File: src/rtl/vp_tag_decoder.sv
// Receive-side monitor for the per-frame tag the sensor path stamps into the first
// TAG_PIXELS pixels of every active line: checks line/frame consistency and frame continuity.
module vp_tag_decoder #(
    parameter int TAG_PIXELS = 20,
    parameter int DATA_W     = 10,
    parameter int CNT_W      = 16
) (
    input  logic              vpclkin,
    input  logic              nReset,
    input  logic [DATA_W-1:0] vpdin,
    input  logic              href,
    input  logic              vsync,
    output logic              frame_done,
    output logic [7:0]        frame_tag,
    output logic              frame_tag_ok,
    output logic              frame_drop,
    output logic [11:0]       line_count,
    output logic [CNT_W-1:0]  drop_count,
    output logic [CNT_W-1:0]  err_count
);

    typedef enum logic [1:0] {SYNC, WAIT_LINE, TAG, PAYLOAD} state_t;

    localparam logic [7:0] TAG_LAST = 8'(TAG_PIXELS);

    state_t            state, state_n;
    logic              href_q, href_q2, vsync_q, vsync_q2;
    logic [DATA_W-1:0] vpdin_q;
    logic [7:0]        pix_cnt, pix_cnt_n;
    logic [7:0]        line_tag, line_tag_n;
    logic              line_bad, line_bad_n;

    logic [7:0]        frame_tag_int, frame_tag_c;
    logic              frame_err, frame_err_c;
    logic [11:0]       line_count_int, line_count_c;
    logic [7:0]        prev_tag;
    logic              have_prev;

    logic              href_rise, vsync_rise, frame_end, frame_ok;
    logic              close_line, close_bad, err_inc;
    logic [7:0]        pix_tag, diff;
    logic              pix_low_bad;
    logic [CNT_W:0]    drop_sum;

    assign href_rise   = href_q & ~href_q2;
    assign vsync_rise  = vsync_q & ~vsync_q2;
    assign frame_end   = vsync_rise && (state != SYNC);
    assign pix_tag     = vpdin_q[DATA_W-1 -: 8];
    assign pix_low_bad = |vpdin_q[DATA_W-9:0];

    always_ff @(posedge vpclkin or negedge nReset) begin
        if (!nReset) begin
            href_q   <= 1'b0;
            href_q2  <= 1'b0;
            vsync_q  <= 1'b0;
            vsync_q2 <= 1'b0;
            vpdin_q  <= '0;
            state    <= SYNC;
            pix_cnt  <= '0;
            line_tag <= '0;
            line_bad <= 1'b0;
        end else begin
            href_q   <= href;
            href_q2  <= href_q;
            vsync_q  <= vsync;
            vsync_q2 <= vsync_q;
            vpdin_q  <= vpdin;
            state    <= state_n;
            pix_cnt  <= pix_cnt_n;
            line_tag <= line_tag_n;
            line_bad <= line_bad_n;
        end
    end

    // A vsync edge closes any open line; inside TAG that line never finished its tag, so it is bad.
    always_comb begin
        state_n    = state;
        pix_cnt_n  = pix_cnt;
        line_tag_n = line_tag;
        line_bad_n = line_bad;
        close_line = 1'b0;
        close_bad  = line_bad;
        case (state)
            SYNC: begin
                if (vsync_rise)
                    state_n = WAIT_LINE;
            end
            WAIT_LINE: begin
                if (href_rise && !vsync_q) begin
                    pix_cnt_n  = 8'd1;
                    line_tag_n = pix_tag;
                    line_bad_n = pix_low_bad;
                    state_n    = (TAG_PIXELS == 1) ? PAYLOAD : TAG;
                end
            end
            TAG: begin
                if (vsync_rise || !href_q) begin
                    close_line = 1'b1;
                    close_bad  = 1'b1;
                    state_n    = WAIT_LINE;
                end else begin
                    if (pix_tag != line_tag || pix_low_bad)
                        line_bad_n = 1'b1;
                    pix_cnt_n = pix_cnt + 8'd1;
                    if (pix_cnt_n == TAG_LAST)
                        state_n = PAYLOAD;
                end
            end
            PAYLOAD: begin
                if (vsync_rise || !href_q) begin
                    close_line = 1'b1;
                    state_n    = WAIT_LINE;
                end
            end
            default: state_n = SYNC;
        endcase
    end

    // Frame accumulators with the closing line folded in, so a frame end sees its last line.
    always_comb begin
        line_count_c = line_count_int;
        frame_tag_c  = frame_tag_int;
        frame_err_c  = frame_err;
        err_inc      = 1'b0;
        if (close_line) begin
            if (line_count_int != 12'hFFF)
                line_count_c = line_count_int + 12'd1;
            if (line_count_int == 12'd0)
                frame_tag_c = line_tag;
            else if (line_tag != frame_tag_int)
                frame_err_c = 1'b1;
            if (close_bad) begin
                frame_err_c = 1'b1;
                err_inc     = 1'b1;
            end
        end
    end

    assign frame_ok = (line_count_c != 12'd0) && !frame_err_c;
    assign diff     = frame_tag_c - prev_tag - 8'd1;
    assign drop_sum = {1'b0, drop_count} + {{(CNT_W-7){1'b0}}, diff};

    always_ff @(posedge vpclkin or negedge nReset) begin
        if (!nReset) begin
            frame_done     <= 1'b0;
            frame_tag      <= '0;
            frame_tag_ok   <= 1'b0;
            frame_drop     <= 1'b0;
            line_count     <= '0;
            drop_count     <= '0;
            err_count      <= '0;
            frame_tag_int  <= '0;
            frame_err      <= 1'b0;
            line_count_int <= '0;
            prev_tag       <= '0;
            have_prev      <= 1'b0;
        end else begin
            frame_done <= 1'b0;
            frame_drop <= 1'b0;
            if (err_inc && err_count != '1)
                err_count <= err_count + CNT_W'(1);
            if (frame_end) begin
                frame_done     <= 1'b1;
                frame_tag      <= frame_tag_c;
                line_count     <= line_count_c;
                frame_tag_ok   <= frame_ok;
                frame_tag_int  <= '0;
                frame_err      <= 1'b0;
                line_count_int <= '0;
                if (frame_ok) begin
                    prev_tag  <= frame_tag_c;
                    have_prev <= 1'b1;
                    if (have_prev && diff != 8'd0) begin
                        frame_drop <= 1'b1;
                        drop_count <= drop_sum[CNT_W] ? '1 : drop_sum[CNT_W-1:0];
                    end
                end
            end else begin
                frame_tag_int  <= frame_tag_c;
                frame_err      <= frame_err_c;
                line_count_int <= line_count_c;
            end
        end
    end

endmodule
File: config.mk
export PLATFORM = sky130hd
export DESIGN_NAME = vp_tag_decoder
export DESIGN_NICKNAME = d
export VERILOG_FILES = /design/src/rtl/vp_tag_decoder.sv
export SDC_FILE = /design/constraint.sdc
export NUM_CORES = 1
export LEC_CHECK = 0
export BUFFER_PORTS_ARGS = -buffer_cell sky130_fd_sc_hd__buf_2
export CORE_ASPECT_RATIO = 0.8
export CORE_UTILIZATION = 55
export CTS_CLUSTER_SIZE = 20
export DETAILED_ROUTE_END_ITERATION = 10
export HOLD_SLACK_MARGIN = 0.15
export PLACE_DENSITY = 0.84
export SLEW_MARGIN = 20
export SYNTH_ARGS = -nofsm -noshare
export SYNTH_HDL_FRONTEND = slang
export SYNTH_SLANG_ARGS = --single-unit
export TNS_END_PERCENT = 5
File: constraint.sdc
create_clock -name vpclkin -period 6.25 [get_ports vpclkin]
set_input_delay 1.25 -clock vpclkin [delete_from_list [all_inputs] [get_ports vpclkin]]
set_output_delay 1.25 -clock vpclkin [all_outputs]
set_load 0.01 [all_outputs]
==> results.txt, run 1 <==
critical path buffer and inverter count - 3
die width - 119 um
detailed placement HPWL - 9.67 mm
starting utilization of the core area - 0.578
worst max-slew margin expressed relative to the limit - 0.381
number of buffers added to fix hold violations after cts - 0
mapped cell area - 6030 sq um
critical setup path kind - reg -> reg
highest net fanout along the worst path - 9
Seq/Total Area, Yosys - 0.489
final number of hold-violating endpoints - 0
RSZ-0062 raised after global routing - no
antenna violations before repair - 0
Final setup violation count - 0
maximum buffer depth of the clock tree - 2
routability congestion estimate - 0.845
placed cell count - 789
count of unresolved DRC violations after routing - 0
Worst Tran Pin Value - 0.921 ns
async set-or-reset flop fraction in the synthesized netlist - 1.00
type of origin of the critical path - flip-flop
post-layout instance count excluding filler cells - 822
Ys Warns - 0
Seq cells post-synth - 118
Max Clock Skew - 0.0101 ns
clock network latency to the later pin of the worst-skew pair - 0.41 ns
Most common cell on crit path - sky130_fd_sc_hd__ha_1
number of nets in the final layout - 710
per-cell routed wire length - 17.2 um
maximum clock frequency - 0.176 GHz
final count of pins violating max slew - 0
outcome - complete, no violations
class of the tightest hold or removal check - reg -> reg
post-route clock period utilization - 0.908
CP top delay family - compound AO/OA/AOI/OAI gates
CTS tree - done
most used flip-flop cell after synthesis - sky130_fd_sc_hd__dfrtp_1
number of iterations in the first detailed-routing pass - 5
sink count of the clock tree - 118
maximum number of pins on one net before global-route repair - 79
Synth cell types - 59
instance area after placement - 6460 sq um
area enclosed by the die boundary - 11400 sq um
slowest library cell on the worst path - sky130_fd_sc_hd__a31oi_1
# resized after CTS - 0
shortest period the worst path allows - 5.68 ns
First DRT Iteration DRCs - 379
average vias per placed instance - 5.86
Area Growth Syn to Fin - 17.9%
number of setup buffers added after CTS - 0
peak ir drop on the vdd network - 0.303 mV
synthesized instance count - 601
share of final-layout standard cells stronger than drive strength 1 - 0.174
Port Buf Inserts - 68
CTS buffer count - 17
Die Ht - 95.7 um
sum of overflow across all layers after global routing - 0
overall power - 3.67 mW
Worst Path Required - 6.59 ns
Std-Cell Rows - 33
clock root buffer master - sky130_fd_sc_hd__clkbuf_16
list of cells traversed by the critical path - inv_1 > ha_1 > nor2_1 > a21oi_1 > buf_4 > and2_1 > mux2i_1 > inv_1 > ha_1 > a21oi_1 > o211ai_1 > a31o_2 > or3_1 > and2_1 > ha_1 > o2111ai_1 > a31oi_1 > nand3_1 > nand2_2 > o22a_1
WP data arrival - 6.02 ns
number of synthesized flops with an enable pin - 0
number of maximum-capacitance constraint violations - 0
final antenna-violating net count - 0
mean instance size in the synthesized netlist - 10.0 sq um
vias post-DR - 4815
CP Capture Type - flip-flop
diode insertion count for antenna repair - 0
number of H-tree levels - 4
Overall Global Routing Usage - 0.262
clock transition time at the flip-flop clock pins of the worst setup and hold paths - 0.06 ns
Placeable Area - 10400 sq um
global-route wire length before repair - 23.3 mm
Final Instance Area - 7110 sq um
sum of routed wire length over all layers - 14.1 mm
leakage power summed over all cells - 3.45 nW
maximum single-stage delay on the critical path - 0.54 ns
# IOs - 69
power density over cell area - 516 nW/um^2
via count of the first global-routing pass - 4735
summed negative setup slack over all endpoints - 0 ns
net count of the mapped netlist - 642
==> worst paths after layout <==
check,startpoint,end,slack (ns),depth (start not counted)
max reg2reg,state[0],drop_count[0],0.57,20
min,vsync_q,vsync_q2,0.40,0
min reg2reg,vsync_q,vsync_q2,0.40,0
max in group asynchronous,nReset,line_count_int[3],4.70,2
max,state[0],drop_count[0],0.57,20
min in group asynchronous,nReset,err_count[12],0.73,1
==> layer usage <==
layer / vias to the layer above / track usage / routed length [um]
met4: 0 / 0.101 / 221
met2: 163 / 0.431 / 6940
li1: 2246 / - / -
met1: 2381 / 0.349 / 6230
met3: 25 / 0.0462 / 734
met5: - / 0 / 0
==> cells in the mapped netlist (2+ instances only) <==
| library cell | instances | share of area |
|---|---|---|
| sky130_fd_sc_hd__a211oi_1 | 3 | 0.0037 |
| sky130_fd_sc_hd__a21o_1 | 8 | 0.010 |
| sky130_fd_sc_hd__a21oi_1 | 29 | 0.024 |
| sky130_fd_sc_hd__a31oi_1 | 4 | 0.0041 |
| sky130_fd_sc_hd__a41oi_1 | 2 | 0.0029 |
| sky130_fd_sc_hd__and2_1 | 8 | 0.0083 |
| sky130_fd_sc_hd__and3_1 | 11 | 0.011 |
| sky130_fd_sc_hd__and4_1 | 3 | 0.0044 |
| sky130_fd_sc_hd__buf_2 | 5 | 0.0041 |
| sky130_fd_sc_hd__buf_6 | 2 | 0.0037 |
| sky130_fd_sc_hd__clkbuf_1 | 15 | 0.0093 |
| sky130_fd_sc_hd__dfrtp_1 | 118 | 0.49 |
| sky130_fd_sc_hd__fa_1 | 2 | 0.0066 |
| sky130_fd_sc_hd__ha_1 | 25 | 0.052 |
| sky130_fd_sc_hd__inv_1 | 26 | 0.016 |
| sky130_fd_sc_hd__mux2_1 | 4 | 0.0075 |
| sky130_fd_sc_hd__mux2_2 | 9 | 0.017 |
| sky130_fd_sc_hd__mux2i_1 | 10 | 0.017 |
| sky130_fd_sc_hd__nand2_1 | 59 | 0.037 |
| sky130_fd_sc_hd__nand2b_1 | 6 | 0.0062 |
| sky130_fd_sc_hd__nand3_1 | 20 | 0.017 |
| sky130_fd_sc_hd__nand4_1 | 13 | 0.013 |
| sky130_fd_sc_hd__nor2_1 | 53 | 0.033 |
| sky130_fd_sc_hd__nor2b_1 | 3 | 0.0031 |
| sky130_fd_sc_hd__nor3_1 | 11 | 0.0091 |
| sky130_fd_sc_hd__nor4_1 | 4 | 0.0041 |
| sky130_fd_sc_hd__nor4b_1 | 4 | 0.0058 |
| sky130_fd_sc_hd__o2111ai_1 | 2 | 0.0029 |
| sky130_fd_sc_hd__o211ai_1 | 3 | 0.0037 |
| sky130_fd_sc_hd__o21ai_0 | 43 | 0.036 |
| sky130_fd_sc_hd__o22a_1 | 7 | 0.010 |
| sky130_fd_sc_hd__o31ai_1 | 3 | 0.0037 |
| sky130_fd_sc_hd__or3_1 | 2 | 0.0021 |
| sky130_fd_sc_hd__or4_1 | 5 | 0.0062 |
| sky130_fd_sc_hd__or4_4 | 2 | 0.0037 |
| sky130_fd_sc_hd__xnor2_1 | 34 | 0.049 |
| sky130_fd_sc_hd__xor2_1 | 21 | 0.030 |
==> kinds of logic (layout without fill, tap and decap cells) <==
| kind of cell | after synthesis | in the layout | share of synthesized area |
|---|---|---|---|
| AOI/OAI and AO/OA | 119 | 119 | 0.124 |
| and+or+nand+nor | 211 | 211 | 0.175 |
| buffers and inverters | 48 | 129 | 0.0334 |
| xor gates and xnor gates | 55 | 55 | 0.0798 |
| DFF | 118 | 118 | 0.489 |
| adders and majority gates | 27 | 27 | 0.0585 |
| muxes | 23 | 23 | 0.0408 |
==> registers in the layout, indices dropped and copies added, names as in the netlist, 2 cells and up <==
| name | count |
|---|---|
| drop_count | 16 |
| err_count | 16 |
| line_count | 12 |
| line_count_int | 12 |
| vpdin_q | 10 |
| frame_tag | 8 |
| frame_tag_int | 8 |
| line_tag | 8 |
| pix_cnt | 8 |
| prev_tag | 8 |
| state | 2 |
==> cells in the final DEF (no fill, tap or decap), types with 8 or more instances in the layout <==
cell type / instances
sky130_fd_sc_hd__o21ai_0: 43
sky130_fd_sc_hd__nor2_1: 53
sky130_fd_sc_hd__nor3_1: 11
sky130_fd_sc_hd__nand2_1: 59
sky130_fd_sc_hd__mux2_2: 9
sky130_fd_sc_hd__inv_1: 26
sky130_fd_sc_hd__a21o_1: 8
sky130_fd_sc_hd__and3_1: 11
sky130_fd_sc_hd__xnor2_1: 34
sky130_fd_sc_hd__ha_1: 25
sky130_fd_sc_hd__nand3_1: 20
sky130_fd_sc_hd__nand4_1: 13
sky130_fd_sc_hd__clkbuf_16: 17
sky130_fd_sc_hd__dfrtp_1: 118
sky130_fd_sc_hd__a21oi_1: 29
sky130_fd_sc_hd__mux2i_1: 10
sky130_fd_sc_hd__xor2_1: 21
sky130_fd_sc_hd__and2_1: 8
sky130_fd_sc_hd__buf_2: 67
==> cell type report <==
type	instances	area [sq um]
clock buffers	20	447
clock inverters	12	175
fillers	778	3330
inverters	26	97.6
multi-input cells	435	2880
flip-flops and latches	118	2950
well taps	140	175
repair buffers	71	385
==> power breakdown <==
part / internal, mW / total, mW / switching, mW
registers: 0.944 / 1.12 / 0.177
logic: 0.658 / 1.52 / 0.865
clock network: 0.678 / 1.03 / 0.350
==> through the flow <==
step	worst slack, ns	utilization	hold WS (ns)
global route	0.189	0.681	0.413
floorplan	1.21	-	0.352
finish	0.572	0.681	0.403
detailed placement	0.777	0.619	0.403
global placement	1.20	0.619	0.390
CTS	0.634	0.678	0.409
Note: power is estimated with default switching activity, not from simulation.
==> inputs of run 2 (changes only) <==
==> constraint.sdc (replaced) <==
create_clock -name vpclkin -period 7.18 [get_ports vpclkin]
set_input_delay 1.436 -clock vpclkin [delete_from_list [all_inputs] [get_ports vpclkin]]
set_output_delay 1.436 -clock vpclkin [all_outputs]
set_load 0.01 [all_outputs]
==> results.txt, run 2 (synthesized netlist as in run 1, its figures left out) <==
outcome - complete, no violations
worst max-slew margin expressed relative to the limit - 0.373
Overall Global Routing Usage - 0.257
WP data arrival - 6.35 ns
shortest period the worst path allows - 6.01 ns
worst flop-to-flop path startpoint - state[0]
post-layout instance count excluding filler cells - 820
Most common cell on crit path - sky130_fd_sc_hd__ha_1
highest net fanout along the worst path - 9
CTS tree - done
via count of the first global-routing pass - 4579
sum of routed wire length over all layers - 14.0 mm
Final setup violation count - 0
CP Capture Type - flip-flop
final antenna-violating net count - 0
placed cell count - 788
Std-Cell Rows - 33
final count of pins violating max slew - 0
RSZ-0062 raised after global routing - no
post-route clock period utilization - 0.837
area enclosed by the die boundary - 11400 sq um
Die Ht - 95.7 um
leading cell types in the layout, fill and taps excluded - sky130_fd_sc_hd__dfrtp_1 (118), sky130_fd_sc_hd__buf_2 (67), sky130_fd_sc_hd__nand2_1 (59), sky130_fd_sc_hd__nor2_1 (53), sky130_fd_sc_hd__o21ai_0 (43)
Worst Tran Pin Value - 0.932 ns
Max Clock Skew - 0.00538 ns
number of buffers added to fix hold violations after cts - 0
# IOs - 69
sink count of the clock tree - 118
starting utilization of the core area - 0.578
Worst Path Required - 7.53 ns
Hold Crit Start - vsync_q
routability congestion estimate - 0.870
summed negative setup slack over all endpoints - 0 ns
peak ir drop on the vdd network - 0.293 mV
sum of overflow across all layers after global routing - 0
antenna violations before repair - 0
number of nets in the final layout - 708
Placeable Area - 10400 sq um
Regs by FF count - drop_count (16), err_count (16)
critical setup path kind - reg -> reg
list of cells traversed by the critical path - inv_1 > ha_1 > nor2_1 > a21oi_1 > and2_1 > mux2i_1 > inv_1 > ha_1 > a21oi_1 > o211ai_1 > a31o_2 > or3_1 > and2_1 > ha_1 > o2111ai_1 > a31oi_1 > nand3_1 > nand2_2 > o22a_1
combined flip-flop and latch cell area - 2950 sq um
leakage power summed over all cells - 3.42 nW
leading cell type in the layout, fill and taps excluded - sky130_fd_sc_hd__dfrtp_1
# resized after CTS - 0
per-cell routed wire length - 17.0 um
Filler Cells Inserted - 799
diode insertion count for antenna repair - 0
number of H-tree levels - 4
number of maximum-capacitance constraint violations - 0
CTS buffer count - 17
maximum buffer depth of the clock tree - 2
power density over cell area - 440 nW/um^2
type of origin of the critical path - flip-flop
critical path launch point - state[0]
die width - 119 um
vias post-DR - 4743
global-route wire length before repair - 22.6 mm
clock transition time at the flip-flop clock pins of the worst setup and hold paths - 0.05 ns
slowest library cell on the worst path - sky130_fd_sc_hd__a21oi_1
share of final-layout standard cells stronger than drive strength 1 - 0.175
clock root buffer master - sky130_fd_sc_hd__clkbuf_16
area taken by multi-input logic gates - 2880 sq um
maximum single-stage delay on the critical path - 0.60 ns
maximum clock frequency - 0.166 GHz
number of setup buffers added after CTS - 0
number of iterations in the first detailed-routing pass - 5
clock network latency to the later pin of the worst-skew pair - 0.41 ns
average vias per placed instance - 5.78
maximum number of pins on one net before global-route repair - 67
detailed placement HPWL - 9.74 mm
Area Growth Syn to Fin - 16.5%
class of the tightest hold or removal check - reg -> reg
First DRT Iteration DRCs - 270
count of unresolved DRC violations after routing - 0
final number of hold-violating endpoints - 0
Port Buf Inserts - 68
-- run 2: worst paths after layout --
kind,end,slack (ns),cells after the start
hold / removal,vsync_q2,0.41,0
min in group asynchronous,vpdin_q[2],1.07,1
max in group asynchronous,frame_tag_int[0],4.83,2
setup reg to reg,drop_count[0],1.17,19
hold reg to reg,vsync_q2,0.41,0
setup / recovery,drop_count[0],1.17,19
-- run 2: critical path: cells and delay by family, from the launching register on --
kind | cells | cell delay, ns
buffers and inverters | 2 | 0.24
flip-flops | 1 | 0.42
multiplexers | 1 | 0.35
AND/OR/NAND/NOR | 6 | 1.71
adder cells (fa/ha/maj) | 3 | 0.99
AO/OA/AOI/OAI | 7 | 2.24
-- run 2: routing by layer --
metal | track usage | part of all wire | vias to the layer above
li1 | - | - | 2247
met5 | 0 | 0 | -
met1 | 0.338 | 0.45 | 2343
met3 | 0.0598 | 0.051 | 18
met4 | 0.0865 | 0.013 | 0
met2 | 0.424 | 0.49 | 135
-- run 2: metrics by stage --
stage / power [mW] / setup slack (ns) / instance area, sq um / hold slack, ns / util
floorplan: 1.91 / 2.14 / 6030 / 0.352 / -
global placement: 2.17 / 1.82 / 6460 / 0.389 / 0.618
detailed placement: 2.26 / 1.37 / 6460 / 0.404 / 0.618
CTS: 3.09 / 1.30 / 7030 / 0.406 / 0.673
global route: 3.29 / 0.823 / 7030 / 0.421 / 0.673
finish: 3.09 / 1.17 / 7030 / 0.406 / 0.673
-- run 2: layout make-up --
cell class / instances / area share
clock buffer: 18 / 0.0625
sequential: 118 / 0.420
tap: 140 / 0.0249
timing repair buffer: 69 / 0.0498
clock inverter: 14 / 0.0192
inverter: 26 / 0.0139
multi-input combinational: 435 / 0.410
-- run 2: power by group --
group	switching (mW)	leakage (nW)	internal, mW
logic	0.733	1.60	0.568
clock network	0.301	0.281	0.515
registers	0.156	1.53	0.821
total	1.19	3.42	1.90
